### config.mk
export PLATFORM = sky130hd
export DESIGN_NAME = kbd_host_buffer
export DESIGN_NICKNAME = d
export VERILOG_FILES = /design/src/rtl/kbd_host_buffer.sv
export SDC_FILE = /design/constraint.sdc
export NUM_CORES = 1
export LEC_CHECK = 0
export CAP_MARGIN = 20
export CORE_MARGIN = 5
export CORE_UTILIZATION = 55
export DETAILED_ROUTE_END_ITERATION = 10
export GPL_ROUTABILITY_DRIVEN = 1
export PLACE_DENSITY_LB_ADDON = 0.3
export SKIP_CTS_REPAIR_TIMING = 1
export SLEW_MARGIN = 20
export SYNTH_ARGS = -nofsm -noshare
export SYNTH_HDL_FRONTEND = slang
export SYNTH_SLANG_ARGS = --single-unit
### constraint.sdc
create_clock -name clk -period 3.45 [get_ports clk]
set_clock_uncertainty 0.05 [all_clocks]
set_input_delay 0.8625 -clock clk [delete_from_list [all_inputs] [get_ports clk]]
set_output_delay 0.8625 -clock clk [all_outputs]
set_load 0.02 [all_outputs]
### src/rtl/kbd_host_buffer.sv
// Consumer end of the keyboard interrupt handshake: acknowledges bytes from the driver,
// queues them in a small FIFO, and exposes DATA/STATUS registers plus a level interrupt.
module kbd_host_buffer #(
    parameter int unsigned DEPTH_LOG2 = 3
) (
    input  logic        clk,
    input  logic        rst,
    input  logic        kbd_int_req,
    input  logic [7:0]  kbd_data,
    output logic        kbd_int_ack,
    input  logic        bus_rd,
    input  logic        bus_wr,
    input  logic        bus_addr,
    input  logic [31:0] bus_wdata,
    output logic [31:0] bus_rdata,
    output logic        irq
);

    localparam int unsigned DEPTH = 1 << DEPTH_LOG2;
    localparam logic [DEPTH_LOG2:0]   FULL_COUNT = DEPTH[DEPTH_LOG2:0];
    localparam logic [DEPTH_LOG2:0]   CNT_ONE    = 1;
    localparam logic [DEPTH_LOG2-1:0] PTR_ONE    = 1;

    typedef enum logic [0:0] {
        H_IDLE = 1'b0,
        H_ACK  = 1'b1
    } hstate_e;

    hstate_e               r_hstate;
    logic                  r_ack;
    logic                  r_req_meta;
    logic                  r_req_s;
    logic [7:0]            r_mem [DEPTH];
    logic [DEPTH_LOG2-1:0] r_wptr;
    logic [DEPTH_LOG2-1:0] r_rptr;
    logic [DEPTH_LOG2:0]   r_count;
    logic                  r_ovf;
    logic [31:0]           r_rdata;
    logic                  r_irq;

    logic                  w_push_attempt;
    logic                  w_push_ok;
    logic                  w_push_drop;
    logic                  w_pop;
    logic                  w_flush;
    logic                  w_clr_ovf;
    logic                  w_full;
    logic                  w_nonempty;
    logic [3:0]            w_count4;
    logic [DEPTH_LOG2:0]   w_count_next;
    logic [31:0]           w_status;
    logic                  w_unused_wdata;

    assign kbd_int_ack = r_ack;
    assign bus_rdata   = r_rdata;
    assign irq         = r_irq;

    assign w_unused_wdata = ^{bus_wdata[31:3], bus_wdata[1]};

    // Two-flop synchronizer for the asynchronous request line.
    always_ff @(posedge clk or posedge rst) begin
        if (rst) begin
            r_req_meta <= 1'b0;
            r_req_s    <= 1'b0;
        end else begin
            r_req_meta <= kbd_int_req;
            r_req_s    <= r_req_meta;
        end
    end

    always_ff @(posedge clk or posedge rst) begin
        if (rst) begin
            r_hstate <= H_IDLE;
            r_ack    <= 1'b0;
        end else begin
            case (r_hstate)
                H_IDLE: begin
                    if (r_req_s) begin
                        r_ack    <= 1'b1;
                        r_hstate <= H_ACK;
                    end
                end
                H_ACK: begin
                    if (!r_req_s) begin
                        r_ack    <= 1'b0;
                        r_hstate <= H_IDLE;
                    end
                end
                default: begin
                    r_ack    <= 1'b0;
                    r_hstate <= H_IDLE;
                end
            endcase
        end
    end

    assign w_full         = (r_count == FULL_COUNT);
    assign w_nonempty     = (r_count != '0);
    assign w_count4       = 4'(r_count);
    assign w_push_attempt = (r_hstate == H_IDLE) && r_req_s;
    assign w_flush        = bus_wr && bus_addr && bus_wdata[0];
    assign w_clr_ovf      = bus_wr && bus_addr && bus_wdata[2];
    assign w_pop          = bus_rd && !bus_addr && w_nonempty;
    // A pop in the same cycle frees the slot, so a full FIFO can still accept.
    assign w_push_ok      = w_push_attempt && !w_flush && (!w_full || w_pop);
    assign w_push_drop    = w_push_attempt && !w_flush && w_full && !w_pop;
    assign w_status       = {20'b0, w_count4, 5'b0, r_ovf, w_full, w_nonempty};

    always_comb begin
        w_count_next = r_count;
        if (w_flush) begin
            w_count_next = '0;
        end else if (w_push_ok && !w_pop) begin
            w_count_next = r_count + CNT_ONE;
        end else if (w_pop && !w_push_ok) begin
            w_count_next = r_count - CNT_ONE;
        end
    end

    always_ff @(posedge clk) begin
        if (w_push_ok) begin
            r_mem[r_wptr] <= kbd_data;
        end
    end

    always_ff @(posedge clk or posedge rst) begin
        if (rst) begin
            r_wptr  <= '0;
            r_rptr  <= '0;
            r_count <= '0;
            r_ovf   <= 1'b0;
            r_rdata <= '0;
            r_irq   <= 1'b0;
        end else begin
            r_count <= w_count_next;
            r_irq   <= w_nonempty;
            if (w_flush) begin
                r_wptr <= '0;
                r_rptr <= '0;
            end else begin
                if (w_push_ok) begin
                    r_wptr <= r_wptr + PTR_ONE;
                end
                if (w_pop) begin
                    r_rptr <= r_rptr + PTR_ONE;
                end
            end
            if (w_clr_ovf) begin
                r_ovf <= 1'b0;
            end
            if (w_push_drop) begin
                r_ovf <= 1'b1;
            end
            if (bus_rd) begin
                if (bus_addr) begin
                    r_rdata <= w_status;
                end else if (w_nonempty) begin
                    r_rdata <= {24'b0, r_mem[r_rptr]};
                end else begin
                    r_rdata <= '0;
                end
            end
        end
    end

endmodule
; ---- Word-level counts from Yosys, hierarchy flattened
; Memory sizes are Yosys's and may differ from the RTL's.
; Index checks and enable logic that the tools add are counted.
[totals]
latchBits = 0
mem_bits_ro = 0
ramBits = 64
register_bits = 48
mem_count = 1
[op_classes]
shifts = 0
bitwise_logic = 1
n_reduce_logical = 24
magnitude_cmp = 0
muxes = 17
addsub = 4
n_eq_ne = 3
n_div = 0
n_mul = 0
[mem_list]
columns = name, words, word_bits, rd, rd_clocked_by_memory_dff, wr, line
row1 = r_mem, 8, 8, 1, 0, 1, 33  ; logic [7:0] r_mem [DEPTH];
[ops]
columns = operator, n
row1 = $logic_and 1x1->1, 12
row2 = $mux 12, 1
row3 = $mux 3, 4
row4 = $mux 4, 3
row5 = $mux 8, 1
row6 = $mux 1, 7
row7 = $add 3x1->3 const B, 2
row8 = $reduce_bool 2->1, 3
row9 = $logic_not 1->1, 5
row10 = $add 4x1->4 const B, 1
row11 = $eq 4x4->1 const B, 1
row12 = $ne 2x2->1 const B, 2
row13 = $reduce_bool 4->1, 1
row14 = $sub 4x1->4 const B, 1
row15 = $reduce_bool 3->1, 1
row16 = $pmux 1 s2, 1
row17 = $reduce_and 2->1, 1
row18 = $logic_or 1x1->1, 1
row19 = $not 1->1, 1

; ---- Depth between registers and ports, before layout
[logic_depth]
depth_word = 10
ltp_mapped = 11
ltp_nobuf = 11

; ---- Worst setup path after synthesis
; No wires, ideal clock.
[synth_timing]
kind = input port to flip-flop
startpoint = input port bus_addr
endpoint = memory r_mem[1][0], enable pin
setup_time_ns = 0.383
slack_ns = 0.782
required_ns = 3.017
arrival_time_ns = 2.234
path_stages = 6
cell_sequence = buf_4 -> and3_1 -> buf_4 -> nor2_1 -> nand3_1 -> nor3_1
[synth_between]
elab_chain_len = 7
elab_cells_between_ends = 11
classes_between = mux (2) / reduce/logical (9)
[synth_rtl]
columns = item, line
row1 = start: declaration, 13  ; input logic bus_addr,
row2 = $logic_and 1x1->1 / $logic_not 1->1 (equally long branches), "101, 103"
row3 = $logic_and 1x1->1 (on tied branches), "101, 103"
row4 = $logic_not 1->1 / $logic_and 1x1->1 (equally long branches), "105, 103"
row5 = $logic_and 1x1->1 / $logic_or 1x1->1 (equally long branches), 105  ; assign w_push_ok = w_push_attempt && !w_flush && (!w_full || w_pop);
row6 = $logic_and 1x1->1 (*), 105
row7 = $mux 1 (*), 121  ; if (w_push_ok) begin
row8 = $mux 1 (not written as such) (*), 122  ; r_mem[r_wptr] <= kbd_data;
row9 = end: declaration, 33
; Mark *: on every way between the ends. The rest lies on a longest branch, timed or not.

; ---- Final worst setup path
[layout_timing]
startpoint = input port bus_addr
endpoint = register r_count[3]
[layout_between]
elab_chain_len = 8
elab_cells_between_ends = 16
classes_between = mux (2) / reduce/logical (14)
[layout_rtl]
columns = item, line
row1 = $logic_and 1x1->1 / $logic_not 1->1 (equally long branches), "101, 103"
row2 = $logic_and 1x1->1 (on tied branches), "101, 103"
row3 = $logic_not 1->1 / $logic_and 1x1->1 (equally long branches), "105, 103"
row4 = $logic_and 1x1->1 / $logic_or 1x1->1 (equally long branches), 105
row5 = $logic_and 1x1->1, 105
row6 = $logic_and 1x1->1 / $logic_not 1->1 (equally long branches), "113, 115"
row7 = $mux 4 / $logic_and 1x1->1 (equally long branches), "113, 115"
row8 = $mux 4 / $reduce_bool 3->1 (equally long branches), --
row9 = end signal: assignment, 135  ; r_count <= w_count_next;
row10 = end: declaration, 36  ; logic [DEPTH_LOG2:0] r_count;
; Parallel ways exist; a longest one is shown, timed or not.
; A chain may end at the register's enable or synchronous reset.

==> flow_metrics.env <==
export IMPL_cts_buffer_depth=2
export IMPL_drt_total_wl_mm=7.08
export IMPL_dp_hpwl_mm=4.82
export IMPL_fillers=541
export IMPL_fp_dieArea_sq_um=9010
export IMPL_grt_pass1_wl_mm=11.2
export IMPL_track_usage_pct=17.2
export IMPL_ant_nets=0
export IMPL_worst_ep_arrival_time_ps=3050
export IMPL_pwr_share_clk_pct=20.8
export IMPL_cap_violations=0
export IMPL_ys_seq_area_share_pct=66.1
export IMPL_power_density_nw_per_um2=696
export IMPL_vias=2164
export IMPL_synth_ff_type="edfxtp_1"
export IMPL_clk_pin_slew_ps=80
export IMPL_grt_max_degree=29
export IMPL_hold_viol=0
export IMPL_cp_required_ps=3680
export IMPL_h_tree_depth=3
export IMPL_cts_buffers=9
export IMPL_synth_top_area_cell="edfxtp_1"
export IMPL_syn_to_final_growth_pct=15.1
export IMPL_finalWorstSetupSlack_ps=632
export IMPL_initial_utilization_pct=55.6
export IMPL_status="finished, final reports clean"
export IMPL_min_period_ps=2820
export IMPL_p_comb_share_pct=29.7
export IMPL_min_path_type="flop to flop"
export IMPL_whs_ps=313
export IMPL_rows=31
export IMPL_vias_per_cell=5.23
export IMPL_grt_antenna_before_repair=0
export IMPL_crit_type="input pin to flop"
export IMPL_p_leak_uw=0.00170
export IMPL_final_layout_size_suffix_gt1_share_pct=17.5
export IMPL_drc=0
export IMPL_cts_root_buf="clkbuf_8"
export IMPL_ios=80
export IMPL_cts_tree="done"
export IMPL_core_area_sq_um=7140
export IMPL_finalNetCount=362
export IMPL_synth_edf_count=64
export IMPL_fin_area_sq_um=4570
export IMPL_fmax_ghz=0.355
export IMPL_port_buffers=29
export IMPL_slew_headroom_pct=38.4
export IMPL_wire_per_inst_um=17.1
export IMPL_insertion_delay_ps=360
export IMPL_crit_chain="clkdlybuf4s50_1, and2b_2, mux2i_4, nand2_1, ha_1, nand3_1, and2_1, a22oi_1, mux2i_1"
export IMPL_first_iter_violations=130
export IMPL_p_seq_share_pct=49.5
export IMPL_cp_slowest_stage_delay_ps=520
export IMPL_ir_drop_v=0.000353
export IMPL_crit_buf_inv=1
export IMPL_synth_area_sq_um=3970
export IMPL_worst_slew_pin_slew_ps=925
export IMPL_ys_types=38
export IMPL_grt_pass1_vias=2147
export IMPL_yosysMostFrequentCell="edfxtp_1"
export IMPL_gp_congestion=0.867
export IMPL_syn_avg_cell_area_sq_um=15.1
export IMPL_cp_start_kind="input pin"
export IMPL_synth_area_leaders="edfxtp_1 (48%), dfrtp_1 (18%), mux4_2 (9.1%)"
export IMPL_synth_top_area_share_pct=48.4
export IMPL_synth_warnings=0
export IMPL_antenna_cells=0
export IMPL_die_h_um=94.9
export IMPL_switching_power_uw=1050
export IMPL_syn_inst=263
export IMPL_grt_overflow_total=0
export IMPL_die_w_um=94.9
export IMPL_p_int_uw=2130
export IMPL_power_switching_share_pct=33.1
export IMPL_placed_cell_area_sq_um=4380
export IMPL_ys_ff_latch=92
export IMPL_rsz0062_at_grt="false"
export IMPL_maxSlewViolCount=0
export IMPL_finalCritPeriodShare_pct=81.7
export IMPL_finalSetupTns_ps=0
export IMPL_critPathCaptureType="flop"
export IMPL_netlist_top_cells_count="edfxtp_1 (64), dfrtp_1 (28), buf_4 (24)"
export IMPL_setup_violations=0
export IMPL_synthArstFlopShare_pct=30.4
export IMPL_dp_slack_ps=275
export IMPL_cts_sinks=92
export IMPL_critical_path_max_fanout=5
export IMPL_drtPass1Iterations=4
export IMPL_slowest_stage="clkdlybuf4s50_1"
export IMPL_crit_family="simple AND/OR/NAND/NOR gates"
-- per-layer routing --
metal / GRT usage, % / wire length (um) / part of all wire [%]
met1: 23.0 / 3100 / 44
met2: 27.8 / 3560 / 50
met3: 4.06 / 313 / 4.4
met4: 5.77 / 105 / 1.5
met5: 0 / 0 / 0
-- cells by family after synthesis --
| family | Yosys count | synth area share, % |
|---|---|---|
| AND/OR/NAND/NOR | 56 | 6.94 |
| multiplexers | 29 | 12.7 |
| other | 1 | 0.0945 |
| adder cells (fa/ha/maj) | 6 | 2.08 |
| XOR/XNOR | 5 | 1.10 |
| flip-flops | 92 | 66.1 |
| buffers and inverters | 48 | 6.94 |
| AO/OA/AOI/OAI | 26 | 4.07 |
-- cell type report --
| type | count | area [sq um] | share of cell area (%) |
|---|---|---|---|
| clock buffer | 9 | 124 | 2.71 |
| clock inverter | 7 | 57.6 | 1.26 |
| inverter | 17 | 63.8 | 1.40 |
| multi-input combinational | 142 | 1140 | 25.0 |
| sequential | 92 | 2620 | 57.4 |
| tap | 99 | 124 | 2.71 |
| timing repair buffer | 48 | 433 | 9.48 |
-- sequential cells by signal, summed over array words and instances, names as in the netlist --
signal / count
irq: 1
r_count: 4
r_ovf: 1
r_req_meta: 1
bus_rdata: 12
kbd_int_ack: 1
r_hstate: 1
r_req_s: 1
r_rptr: 3
r_mem: 64
r_wptr: 3
-- stage by stage --
step / utilization, % / instances / power (uW)
detailed placement: 61.4 / 398 / 2550
CTS: 64.0 / 414 / 3210
global placement: 61.4 / 398 / 2520
global route: 64.0 / 414 / 3360
floorplan: - / 282 / 2240
finish: 64.0 / 414 / 3180
-- worst reg2reg max path: stages, from the launching register on --
cell	delay [ps]
dfrtp_1	480
or3_4	450
mux2i_4	220
nand2_1	140
inv_1	60
fa_1	370
xnor2_1	160
and3_1	180
a211oi_1	200
a311oi_1	60
-- power by group through the flow --
| stage | sequential [uW] | combinational [uW] | clock (uW) |
|---|---|---|---|
| after floorplan | 1530 | 706 | 0 |
| after global placement | 1590 | 926 | 0 |
| after detailed placement | 1600 | 948 | 0 |
| after CTS | 1580 | 955 | 678 |
| after global routing | 1600 | 1040 | 719 |
| final | 1570 | 945 | 661 |
-- cell usage in the layout (no fill, tap or decap), types with 5 or more instances in the layout --
cell type / instances
edfxtp_1: 64
clkdlybuf4s50_1: 29
dfrtp_1: 28
conb_1: 20
buf_4: 19
inv_1: 16
mux4_2: 16
nand2_1: 14
nor2_1: 14
mux2i_1: 12
nand3_1: 12
o21ai_0: 9
clkbuf_8: 9
o22ai_1: 5
nand2b_1: 5
ha_1: 5
-- path summary, 6_finish.rpt --
check	cells past startpoint	start	endpoint	slack [ps]
setup / recovery	9	bus_addr	r_count[3]$_DFFE_PP0P_	630
hold / removal	0	r_req_meta$_DFF_PP0_	r_req_s$_DFF_PP0_	310
setup reg to reg	9	r_count[2]$_DFFE_PP0P_	r_count[2]$_DFFE_PP0P_	950
hold reg to reg	0	r_req_meta$_DFF_PP0_	r_req_s$_DFF_PP0_	310
max in group asynchronous	3	rst	r_ovf$_DFFE_PP0P_	2270
min in group asynchronous	3	rst	bus_rdata[3]$_DFFE_PP0P_	820
Power figures use the tool's default switching activity.
